==> src/rtl/nios_led_cpu_oci_dct_ctrl_if.sv <==
// rtl/nios_led_cpu_oci_dct_ctrl_if.sv - trace frame valid/ready channel toward trace memory
interface nios_led_cpu_oci_dct_ctrl_if;
  logic        frame_valid;
  logic        frame_ready;
  logic [35:0] frame_data;

  modport master (
    output frame_valid,
    output frame_data,
    input  frame_ready
  );

  modport slave (
    input  frame_valid,
    input  frame_data,
    output frame_ready
  );
endinterface

==> src/rtl/nios_led_cpu_oci_dct_ctrl.sv <==
// rtl/nios_led_cpu_oci_dct_ctrl.sv - packs 2-bit DCT trace atoms into 36-bit frames with drop accounting
module nios_led_cpu_oci_dct_ctrl #(
  parameter int ATOMS  = 15,
  parameter int DROP_W = 8
) (
  input  logic                   clk,
  input  logic                   reset_n,
  input  logic                   trace_enable,
  input  logic                   atom_valid,
  input  logic [1:0]             atom,
  input  logic                   flush,
  input  logic                   test_ending,
  nios_led_cpu_oci_dct_ctrl_if.master frm,
  output logic [2*ATOMS-1:0]     dct_buffer,
  output logic [3:0]             dct_count,
  output logic [DROP_W-1:0]      drop_count,
  input  logic                   drop_clr,
  output logic                   idle
);

  localparam int         BUF_W    = 2 * ATOMS;
  localparam logic [3:0] CNT_FULL = 4'(ATOMS);

  logic [BUF_W-1:0]  buf_q, buf_d;
  logic [3:0]        cnt_q, cnt_d;
  logic              fv_q, fv_d;
  logic [35:0]       fd_q, fd_d;
  logic [DROP_W-1:0] drop_q, drop_d;
  logic              flush_pend_q, flush_pend_d;
  logic              ovf_q, ovf_d;

  logic              out_free;
  logic              full;
  logic              launch;
  logic              accept;
  logic              drop;
  logic [BUF_W-1:0]  base_buf;
  logic [3:0]        base_cnt;

  always_comb begin
    out_free = !fv_q || frm.frame_ready;
    full     = (cnt_q == CNT_FULL);
    launch   = out_free && (full || (flush_pend_q && (cnt_q != 4'd0)));
    accept   = atom_valid && trace_enable;
    // A full buffer only loses an atom when the output register cannot take it this cycle.
    drop     = accept && full && !launch;
    base_buf = launch ? '0 : buf_q;
    base_cnt = launch ? 4'd0 : cnt_q;

    fv_d         = fv_q;
    fd_d         = fd_q;
    ovf_d        = ovf_q;
    buf_d        = base_buf;
    cnt_d        = base_cnt;
    drop_d       = drop_q;
    flush_pend_d = flush_pend_q && !launch && (cnt_q != 4'd0);

    if (launch) begin
      fd_d  = {ovf_q, (cnt_q != CNT_FULL), cnt_q, buf_q};
      fv_d  = 1'b1;
      ovf_d = 1'b0;
    end else if (fv_q && frm.frame_ready) begin
      fv_d = 1'b0;
    end

    if (accept && !drop) begin
      buf_d = {base_buf[BUF_W-3:0], atom};
      cnt_d = base_cnt + 4'd1;
    end

    if (drop) begin
      ovf_d = 1'b1;
      if (drop_q != '1) begin
        drop_d = drop_q + 1'b1;
      end
    end

    if (drop_clr) begin
      drop_d = '0;
    end

    if (flush || test_ending) begin
      flush_pend_d = 1'b1;
    end
  end

  always_ff @(posedge clk or negedge reset_n) begin
    if (!reset_n) begin
      buf_q        <= '0;
      cnt_q        <= '0;
      fv_q         <= 1'b0;
      fd_q         <= '0;
      drop_q       <= '0;
      flush_pend_q <= 1'b0;
      ovf_q        <= 1'b0;
    end else begin
      buf_q        <= buf_d;
      cnt_q        <= cnt_d;
      fv_q         <= fv_d;
      fd_q         <= fd_d;
      drop_q       <= drop_d;
      flush_pend_q <= flush_pend_d;
      ovf_q        <= ovf_d;
    end
  end

  assign frm.frame_valid = fv_q;
  assign frm.frame_data  = fd_q;
  assign dct_buffer      = buf_q;
  assign dct_count       = cnt_q;
  assign drop_count      = drop_q;
  assign idle            = (cnt_q == 4'd0) && !fv_q && !flush_pend_q;

endmodule

==> src/flat_wrapper.sv <==
// flat-port wrapper written by rule: the top's interface ports become plain ports
module nios_led_cpu_oci_dct_ctrl_flat 
#(
  parameter int ATOMS  = 15,
  parameter int DROP_W = 8
)
  (clk, reset_n, trace_enable, atom_valid, atom, flush, test_ending, dct_buffer, dct_count, drop_count, drop_clr, idle, frm_frame_valid, frm_frame_data, frm_frame_ready);
  nios_led_cpu_oci_dct_ctrl_if frm_i ();
  input  logic clk;
  input  logic reset_n;
  input  logic trace_enable;
  input  logic atom_valid;
  input  logic [1:0] atom;
  input  logic flush;
  input  logic test_ending;
  output logic [2*ATOMS-1:0] dct_buffer;
  output logic [3:0] dct_count;
  output logic [DROP_W-1:0] drop_count;
  input  logic drop_clr;
  output logic idle;
  output wire logic [$bits(frm_i.frame_valid)-1:0] frm_frame_valid;
  output wire logic [$bits(frm_i.frame_data)-1:0] frm_frame_data;
  input wire logic [$bits(frm_i.frame_ready)-1:0] frm_frame_ready;
  assign frm_frame_valid = frm_i.frame_valid;
  assign frm_frame_data = frm_i.frame_data;
  assign frm_i.frame_ready = frm_frame_ready;
  nios_led_cpu_oci_dct_ctrl #(.ATOMS(ATOMS), .DROP_W(DROP_W)) u_core (.clk(clk), .reset_n(reset_n), .trace_enable(trace_enable), .atom_valid(atom_valid), .atom(atom), .flush(flush), .test_ending(test_ending), .frm(frm_i), .dct_buffer(dct_buffer), .dct_count(dct_count), .drop_count(drop_count), .drop_clr(drop_clr), .idle(idle));
endmodule
==> config.mk <==
export PLATFORM = sky130hd
export DESIGN_NAME = nios_led_cpu_oci_dct_ctrl_flat
export DESIGN_NICKNAME = d
export VERILOG_FILES = /design/src/rtl/nios_led_cpu_oci_dct_ctrl_if.sv /design/src/rtl/nios_led_cpu_oci_dct_ctrl.sv /design/src/flat_wrapper.sv
export SDC_FILE = /design/constraint.sdc
export NUM_CORES = 1
export LEC_CHECK = 0
export CAP_MARGIN = 5
export CORE_UTILIZATION = 62
export CTS_BUF_LIST = sky130_fd_sc_hd__clkbuf_16
export CTS_CLUSTER_SIZE = 12
export DETAILED_ROUTE_END_ITERATION = 7
export DONT_BUFFER_PORTS = 1
export PLACE_DENSITY = 0.78
export SLEW_MARGIN = 20
export SYNTH_ARGS = -nofsm -noshare
export SYNTH_HDL_FRONTEND = slang
export SYNTH_SLANG_ARGS = --single-unit
==> constraint.sdc <==
create_clock -name clk -period 2.2 [get_ports clk]
set_clock_uncertainty 0.15 [all_clocks]
set_input_delay 0.33 -clock clk [delete_from_list [all_inputs] [get_ports clk]]
set_output_delay 0.33 -clock clk [all_outputs]
set_load 0.02 [all_outputs]
---- After elaboration in Yosys (flattened, before gate mapping) ----
Cells that the tools add are included.
word-level totals
  flip-flop bits (word level) ............. 81
  logic and storage cells ................. 51
cells by class
  add/subtract/negate cells ............... 2
  eq/ne operators ......................... 3
  mux-type cells .......................... 12
  reductions and logical operators ........ 26
operators with widths
  cell                 count
  $mux 30              2
  $mux 8               3
  $logic_and 1x1->1    11
  $reduce_bool 2->1    5
  $add 8x1->8 const B  1
  $mux 4               2
  $ne 8x8->1 const B   1
  $mux 1               5
  $add 4x1->4 const B  1
  $eq 4x4->1 const B   1
  $logic_not 1->1      4
  $logic_not 4->1      1
  $ne 4x4->1 const B   1
  $reduce_bool 4->1    1
  $logic_or 1x1->1     3
  $reduce_and 2->1     1

---- Longest topological paths before layout ----
Gate-level depths: netlist of the first run.
  depth after elaboration ................. 9
  gate-level depth with buffers ........... 6

---- Least setup slack after synthesis of the first run ----
Ideal clock, no wire load.
  path type ............................... flip-flop to flip-flop
  from .................................... reg u_core.cnt_q[3] (netlist: u_core.dct_count[3])
  to ...................................... reg u_core.cnt_q[1] (netlist: u_core.dct_count[1])
  setup time .............................. 125 ps
  data arrival time ....................... 1803 ps
  required time ........................... 1925 ps
  setup slack ............................. 122 ps
  stages on the path, launching flop included .. 6
  path buffers ............................ 0
  period minus slack after synthesis ...... 2078 ps
  path through ............................ dfrtp_1 > o41ai_1 > a21oi_1 > nor2b_1 > ha_1 > mux2_2
between the ends
  word-level cells in the longest chain between the ends .. 9
RTL lines
  what                                                                 line                             source
  from (decl)                                                          nios_led_cpu_oci_dct_ctrl.sv:25  logic [3:0] cnt_q, cnt_d;
  from (signal assigned)                                               nios_led_cpu_oci_dct_ctrl.sv:98  cnt_q <= cnt_d;
  parallel branches: the longest is 8 deep, another holds $add 4x1->4  n/a
  $mux 4 (*)                                                           nios_led_cpu_oci_dct_ctrl.sv:66  if (accept && !drop) begin
  net u_core.cnt_d[1]                                                  nios_led_cpu_oci_dct_ctrl.sv:25
Mark *: on every way through the listed nets, which the timed path passes.
A chain may end at the register's enable or synchronous reset.

---- Worst setup path after layout of the first run ----
  from .................................... reg u_core.cnt_q[2] (netlist: u_core.dct_count[2])
  to ...................................... out idle
between the ends
  word-level cells in the longest chain between the ends .. 3
RTL lines
  what                            line                              source
  $logic_not 4->1                 nios_led_cpu_oci_dct_ctrl.sv:112  assign idle = (cnt_q == 4'd0) && !fv_q && !flush_pend_q;
  $logic_and 1x1->1 (2 in a row)  nios_led_cpu_oci_dct_ctrl.sv:112
  to (decl)                       flat_wrapper.sv:20                output logic idle;
No other way between the ends.

==> flow_metrics.tcl, run 1 <==
set metrics [dict create \
    worstMarginPinSlew_ps 324 \
    root_buffer "clkbuf_16" \
    first_iter_violations 131 \
    cp_slowest_cell "or4_4" \
    r2r_slack_ps 130 \
    ys_ff_latch 81 \
    dieArea_mm2 0.00557 \
    syn_inst 284 \
    holdWs_ps -453 \
    required_ps 1720 \
    hold_viol_final 81 \
    final_common_cell "dfrtp_1" \
    path_clk_slew_ps 60 \
    syn-cell-area_mm2 0.00327 \
    cp_cell_sequence "buf_6, or4_4, nor3_4, buf_6" \
    fmax_ghz 0.458 \
    maxSlewHeadroom 0.783 \
    grt_usage 0.242 \
    drt-vias-per-instance 5.86 \
    crit_path_end_kind "output port" \
    ios 90 \
    finalWirelength_mm 6.56 \
    r2r-start "u_core.dct_count[2]" \
    antenna_found_initial 0 \
    rsz0062_at_grt "yes" \
    failed_checks "hold timing" \
    dp_hpwl_mm 3.97 \
    coreArea_mm2 0.00511 \
    p_leak_nw 1.78 \
    pre_cts_ws_ps 121 \
    clock_tree.buffer_depth 2 \
    antenna_cells 0 \
    wire_per_inst_um 17.3 \
    hold_path.class "in -> async" \
    setup_viol 0 \
    ys_seq_area_frac 0.620 \
    fin_crit_ps 2180 \
    mostFrequentLayoutCells "80 x dfrtp_1, 60 x nand2_1, 37 x a21oi_1, 36 x mux2_2, 16 x buf_4" \
    rows 26 \
    crit_type "reg -> out" \
    min_period_over_period 0.991 \
    die_w_um 74.6 \
    ctsHtreeMaxLevel 3 \
    crit_top_cell "buf_6" \
    initial_core_util 0.641 \
    critPathMaxStageDelay_ps 540 \
    critPathTopFamily "simple AND/OR/NAND/NOR gates" \
    syn_area_per_cell_um2 11.5 \
    grt_max_degree 82 \
    layout-drive-gt1-share 0.256 \
    cp.arrival_ps 1700 \
    route.vias.total 2221 \
    powerDensity_mw_per_mm2 1110 \
    outcome "finished with violations" \
    cts.sinks 81 \
    setup_ws_ps 18.7 \
    start_kind "flop" \
    grt_pass1_wl_mm 10.0 \
    dr.pass1.iters 5 \
    grt_pass1_vias 2107 \
    layout.nets 316 \
    yosysUniqueCellTypes 30 \
    area_delta_synth_final_pct 19.2 \
    synthesis.nets 296 \
    slew_violations 0 \
    grt-ovfl-total 0 \
    clkLatencyLatePin_ps 320 \
    routabilityCongestion 0.793 \
    numCtsBuffers 9 \
    die_h_um 74.6 \
    r2r_cells 7 \
    path_max_fanout 5 \
    cap_violations 0 \
    drc 0 \
    cts_tree "yes" \
    port_buffers 0 \
    yosys_warnings 0 \
    postRouteAntennaNets 0 \
    r2r-end "u_core.dct_count[1]" \
    ir_worst_vdd_mv 0.743 \
    path_buf_inv 2 \
    fin_total_pwr_mw 4.33 \
]
-- power breakdown --
part           internal [mW]  switching, mW  total, mW
clock network           1.11          0.572       1.68
registers               1.61          0.221       1.83
logic                  0.377          0.442      0.818
total                   3.09           1.23       4.33
-- through the flow --
| stage | std cells | instance area (µm²) | util | TNS (ps) |
|---|---|---|---|---|
| after floorplan | 284 | 3270 | - | 0 |
| after global placement | 357 | 3460 | 0.678 | 0 |
| after detailed placement | 357 | 3460 | 0.678 | 0 |
| after CTS | 378 | 3870 | 0.758 | 0 |
| after global routing | 379 | 3900 | 0.764 | -18.7 |
| final | 379 | 3900 | 0.764 | 0 |
-- worst register-to-register path, delay by kind of cell (launching register included) --
kind,cells,cell delay (ps)
buffers and inverters,2,340
multiplexers,1,260
AO/OA/AOI/OAI,2,410
AND/OR/NAND/NOR,1,150
adder cells (fa/ha/maj),1,240
flip-flops,1,400
-- worst max path at each step --
stage,startpoint,slack (ps),to,depth (start not counted)
after CTS,u_core.dct_count[3],10,idle,4
final,u_core.dct_count[2],20,idle,4
after floorplan,u_core.dct_count[3],120,u_core.dct_count[1],5
after global placement,u_core.dct_count[1],160,u_core.drop_count[5],4
after detailed placement,u_core.dct_count[1],120,u_core.drop_count[5],4
after global routing,u_core.dct_count[0],-20,idle,4
-- per-layer routing --
| metal | global-route usage | wire length (µm) |
|---|---|---|
| met5 | 0 | 0 |
| met4 | 0.0943 | 82 |
| met3 | 0.0696 | 466 |
| met2 | 0.386 | 3220 |
| met1 | 0.317 | 2800 |
-- synth_stat cells (all sizes together) --
master	count	area, µm²
o21bai	1	7.51
nand3	2	10.0
a311o	1	10.0
or3	3	18.8
o21ai	2	10.0
nor3	2	10.0
o31ai	5	37.5
nand4	3	18.8
nor2b	4	25.0
a22o	2	17.5
and4	1	8.76
a31oi	1	6.26
nand2	60	225
ha	2	25.0
a21oi	39	195
nor2	4	15.0
inv	4	15.0
xnor2	2	17.5
o41ai	2	17.5
and2	1	6.26
nand2b	1	6.26
dfrtp	81	2030
mux2	36	405
clkbuf	7	26.3
a21o	1	7.51
or3b	1	8.76
buf	9	40.0
or4	6	45.0
a41oi	1	8.76
-- logic make-up (layout without fill, tap and decap cells) --
group | count (synthesis) | after routing | share of synthesized area
adder cells (fa/ha/maj) | 2 | 2 | 0.00765
multiplexers | 36 | 36 | 0.124
flip-flops | 81 | 81 | 0.620
buffers and inverters | 20 | 45 | 0.0249
AND/OR/NAND/NOR | 88 | 88 | 0.122
AO/OA/AOI/OAI | 55 | 55 | 0.0971
XOR/XNOR | 2 | 2 | 0.00535
-- layout make-up --
type	count	area, µm²
clock buffers	9	225
clock inverters	7	119
fillers	323	1210
inverters	4	15.0
multi-input cells	183	1200
flip-flops and latches	81	2030
well taps	70	87.6
repair buffers	25	225
-- repair_timing --
action | 4_1_cts | 5_1_grt
resized for setup | 6 | 4
setup endpoints to repair | 1 | 3
endpoints found under the hold margin | 91 | 82
buffers inserted | 2 | 0
hold buffers | 3 | 1
pin swaps | 1 | 1
-- registers in the layout (all words and copies together), names as in the netlist --
register / flops
u_core.frm.frame_data: 36
u_core.dct_buffer: 30
u_core.drop_count: 8
u_core.dct_count: 4
u_core.flush_pend_q: 1
u_core.frm.frame_valid: 1
u_core.ovf_q: 1
Power figures use the tool's default switching activity.
==> inputs of run 2 (changes only) <==
- CAP_MARGIN: 5 -> 40
==> results of run 2 <==
The final DEF is identical to that of run 1; final timing and power are the same.
==> inputs of run 3 (changes only) <==
- CORE_UTILIZATION: 62 -> 55
- PLACE_DENSITY: 0.78 -> 0.7
==> flow_metrics.tcl, run 3 (synthesis gave the netlist of run 1 again) <==
set metrics [dict create \
    outcome "finished with violations" \
    failed_checks "hold timing" \
    grt_pass1_wl_mm 10.5 \
    ctsHtreeMaxLevel 3 \
    fmax_ghz 0.457 \
    maxSlewHeadroom 0.780 \
    root_buffer "clkbuf_16" \
    coreArea_mm2 0.00561 \
    ir_worst_vdd_mv 0.800 \
    clkPwrFrac 0.352 \
    grt_usage 0.220 \
    antenna_found_initial 0 \
    grt_pass1_vias 2185 \
    tns_ps 0 \
    final_common_cell "dfrtp_1" \
    switchingPower_mw 1.23 \
    p_leak_nw 1.76 \
    cts.sinks 81 \
    initial_core_util 0.583 \
    layout-drive-gt1-share 0.245 \
    cp.arrival_ps 1710 \
    drt-vias-per-instance 5.73 \
    n_fill_cell 426 \
    powerDensity_mw_per_mm2 1060 \
    swShare 0.301 \
    dp.cells 360 \
    routabilityCongestion 0.786 \
    rsz0062_at_grt "yes" \
    stdcell_area_mm2 0.00385 \
    dp_hpwl_mm 4.04 \
    drc 0 \
    start_kind "flop" \
    layout.nets 317 \
    required_ps 1720 \
    path_buf_inv 2 \
    hold_viol_final 81 \
    combPwrFrac 0.197 \
    cap_violations 0 \
    worstMarginPinSlew_ps 328 \
    cp_num_cells 4 \
    setup_ws_ps 13.4 \
    pre_cts_ws_ps 88.3 \
    crit_type "reg -> out" \
    rows 27 \
    finalWirelength_mm 6.48 \
    mostFrequentLayoutCells "80 x dfrtp_1, 60 x nand2_1, 37 x a21oi_1, 36 x mux2_2, 17 x buf_4" \
    min_period_over_period 0.994 \
    cp_slowest_cell "or4_4" \
    route.vias.total 2190 \
    critPathTopFamily "simple AND/OR/NAND/NOR gates" \
    numCtsBuffers 9 \
    dpl_cell_area_mm2 0.00347 \
    path_clk_slew_ps 60 \
    fin_crit_ps 2190 \
    area_delta_synth_final_pct 17.6 \
    cts_hold_buffers 5 \
    cts_tree "yes" \
    fin_total_pwr_mw 4.07 \
    postRouteAntennaNets 0 \
    cp_cell_sequence "buf_6, or4_4, nor3_4, buf_6" \
    critPathMaxStageDelay_ps 550 \
    clock_tree.buffer_depth 2 \
    largest_register_ffs 36 \
    clkLatencyLatePin_ps 330 \
    holdWs_ps -453 \
    first_iter_violations 122 \
    port_buffers 0 \
    setup_viol 0 \
    slew_violations 0 \
    hold_path.class "in -> async" \
    utilization 0.686 \
    wire_per_inst_um 17.0 \
    path_max_fanout 5 \
    grt-ovfl-total 0 \
    antenna_cells 0 \
    final_cells 382 \
    r2r_cells 7 \
    dieArea_mm2 0.00626 \
    seqPwrFrac 0.452 \
    ios 90 \
    die_w_um 79.1 \
    crit_top_cell "buf_6" \
    p_int_mw 2.85 \
    grt_max_degree 82 \
    crit_path_end_kind "output port" \
    die_h_um 79.1 \
    dr.pass1.iters 4 \
]
[run 3: final timing paths]
| kind | startpoint | to | slack (ps) |
|---|---|---|---|
| min | reset_n | u_core.drop_count[2] | -450 |
| min in group clk | trace_enable | u_core.ovf_q | 30 |
| max in group asynchronous | reset_n | u_core.dct_count[1] | 2210 |
| min reg2reg | u_core.ovf_q | u_core.ovf_q | 360 |
| max | u_core.dct_count[3] | idle | 10 |
| max reg2reg | u_core.dct_count[2] | u_core.dct_count[1] | 90 |
[run 3: area by class of cell]
| cell class | count | area [µm²] | area share |
|---|---|---|---|
| sequential | 81 | 2030 | 0.527 |
| multi-input combinational | 183 | 1190 | 0.310 |
| timing repair buffer | 26 | 231 | 0.0602 |
| clock buffer | 9 | 225 | 0.0586 |
| tap | 72 | 90.1 | 0.0234 |
| clock inverter | 7 | 62.6 | 0.0163 |
| inverter | 4 | 15.0 | 0.00390 |
[run 3: worst register-to-register path, cell delays in order, from the launching register on]
cell     delay [ps]
dfrtp_1         390
buf_4           150
o41ai_1         350
buf_4           190
a21oi_4          70
nor2b_1         190
ha_1            260
mux2_2          260
[run 3: power by group through the flow]
stage / registers, mW / logic [mW] / clock network (mW)
final: 1.84 / 0.802 / 1.43
after global routing: 1.86 / 0.873 / 1.51
after CTS: 1.83 / 0.791 / 1.45
after detailed placement: 1.86 / 0.760 / 0
after global placement: 1.85 / 0.750 / 0
after floorplan: 1.87 / 0.504 / 0
[run 3: what timing repair did]
item,CTS,global route
gates resized for setup,4,3
endpoints found under the setup margin,1,2
setup buffers,1,0
endpoints found under the hold margin,92,81
[run 3: routing by layer]
metal | global-route usage | share of wire | up-vias
met5 | 0 | 0 | -
met3 | 0.0621 | 0.057 | 8
li1 | - | - | 1026
met4 | 0.102 | 0.016 | 0
met1 | 0.282 | 0.44 | 1085
met2 | 0.346 | 0.49 | 71
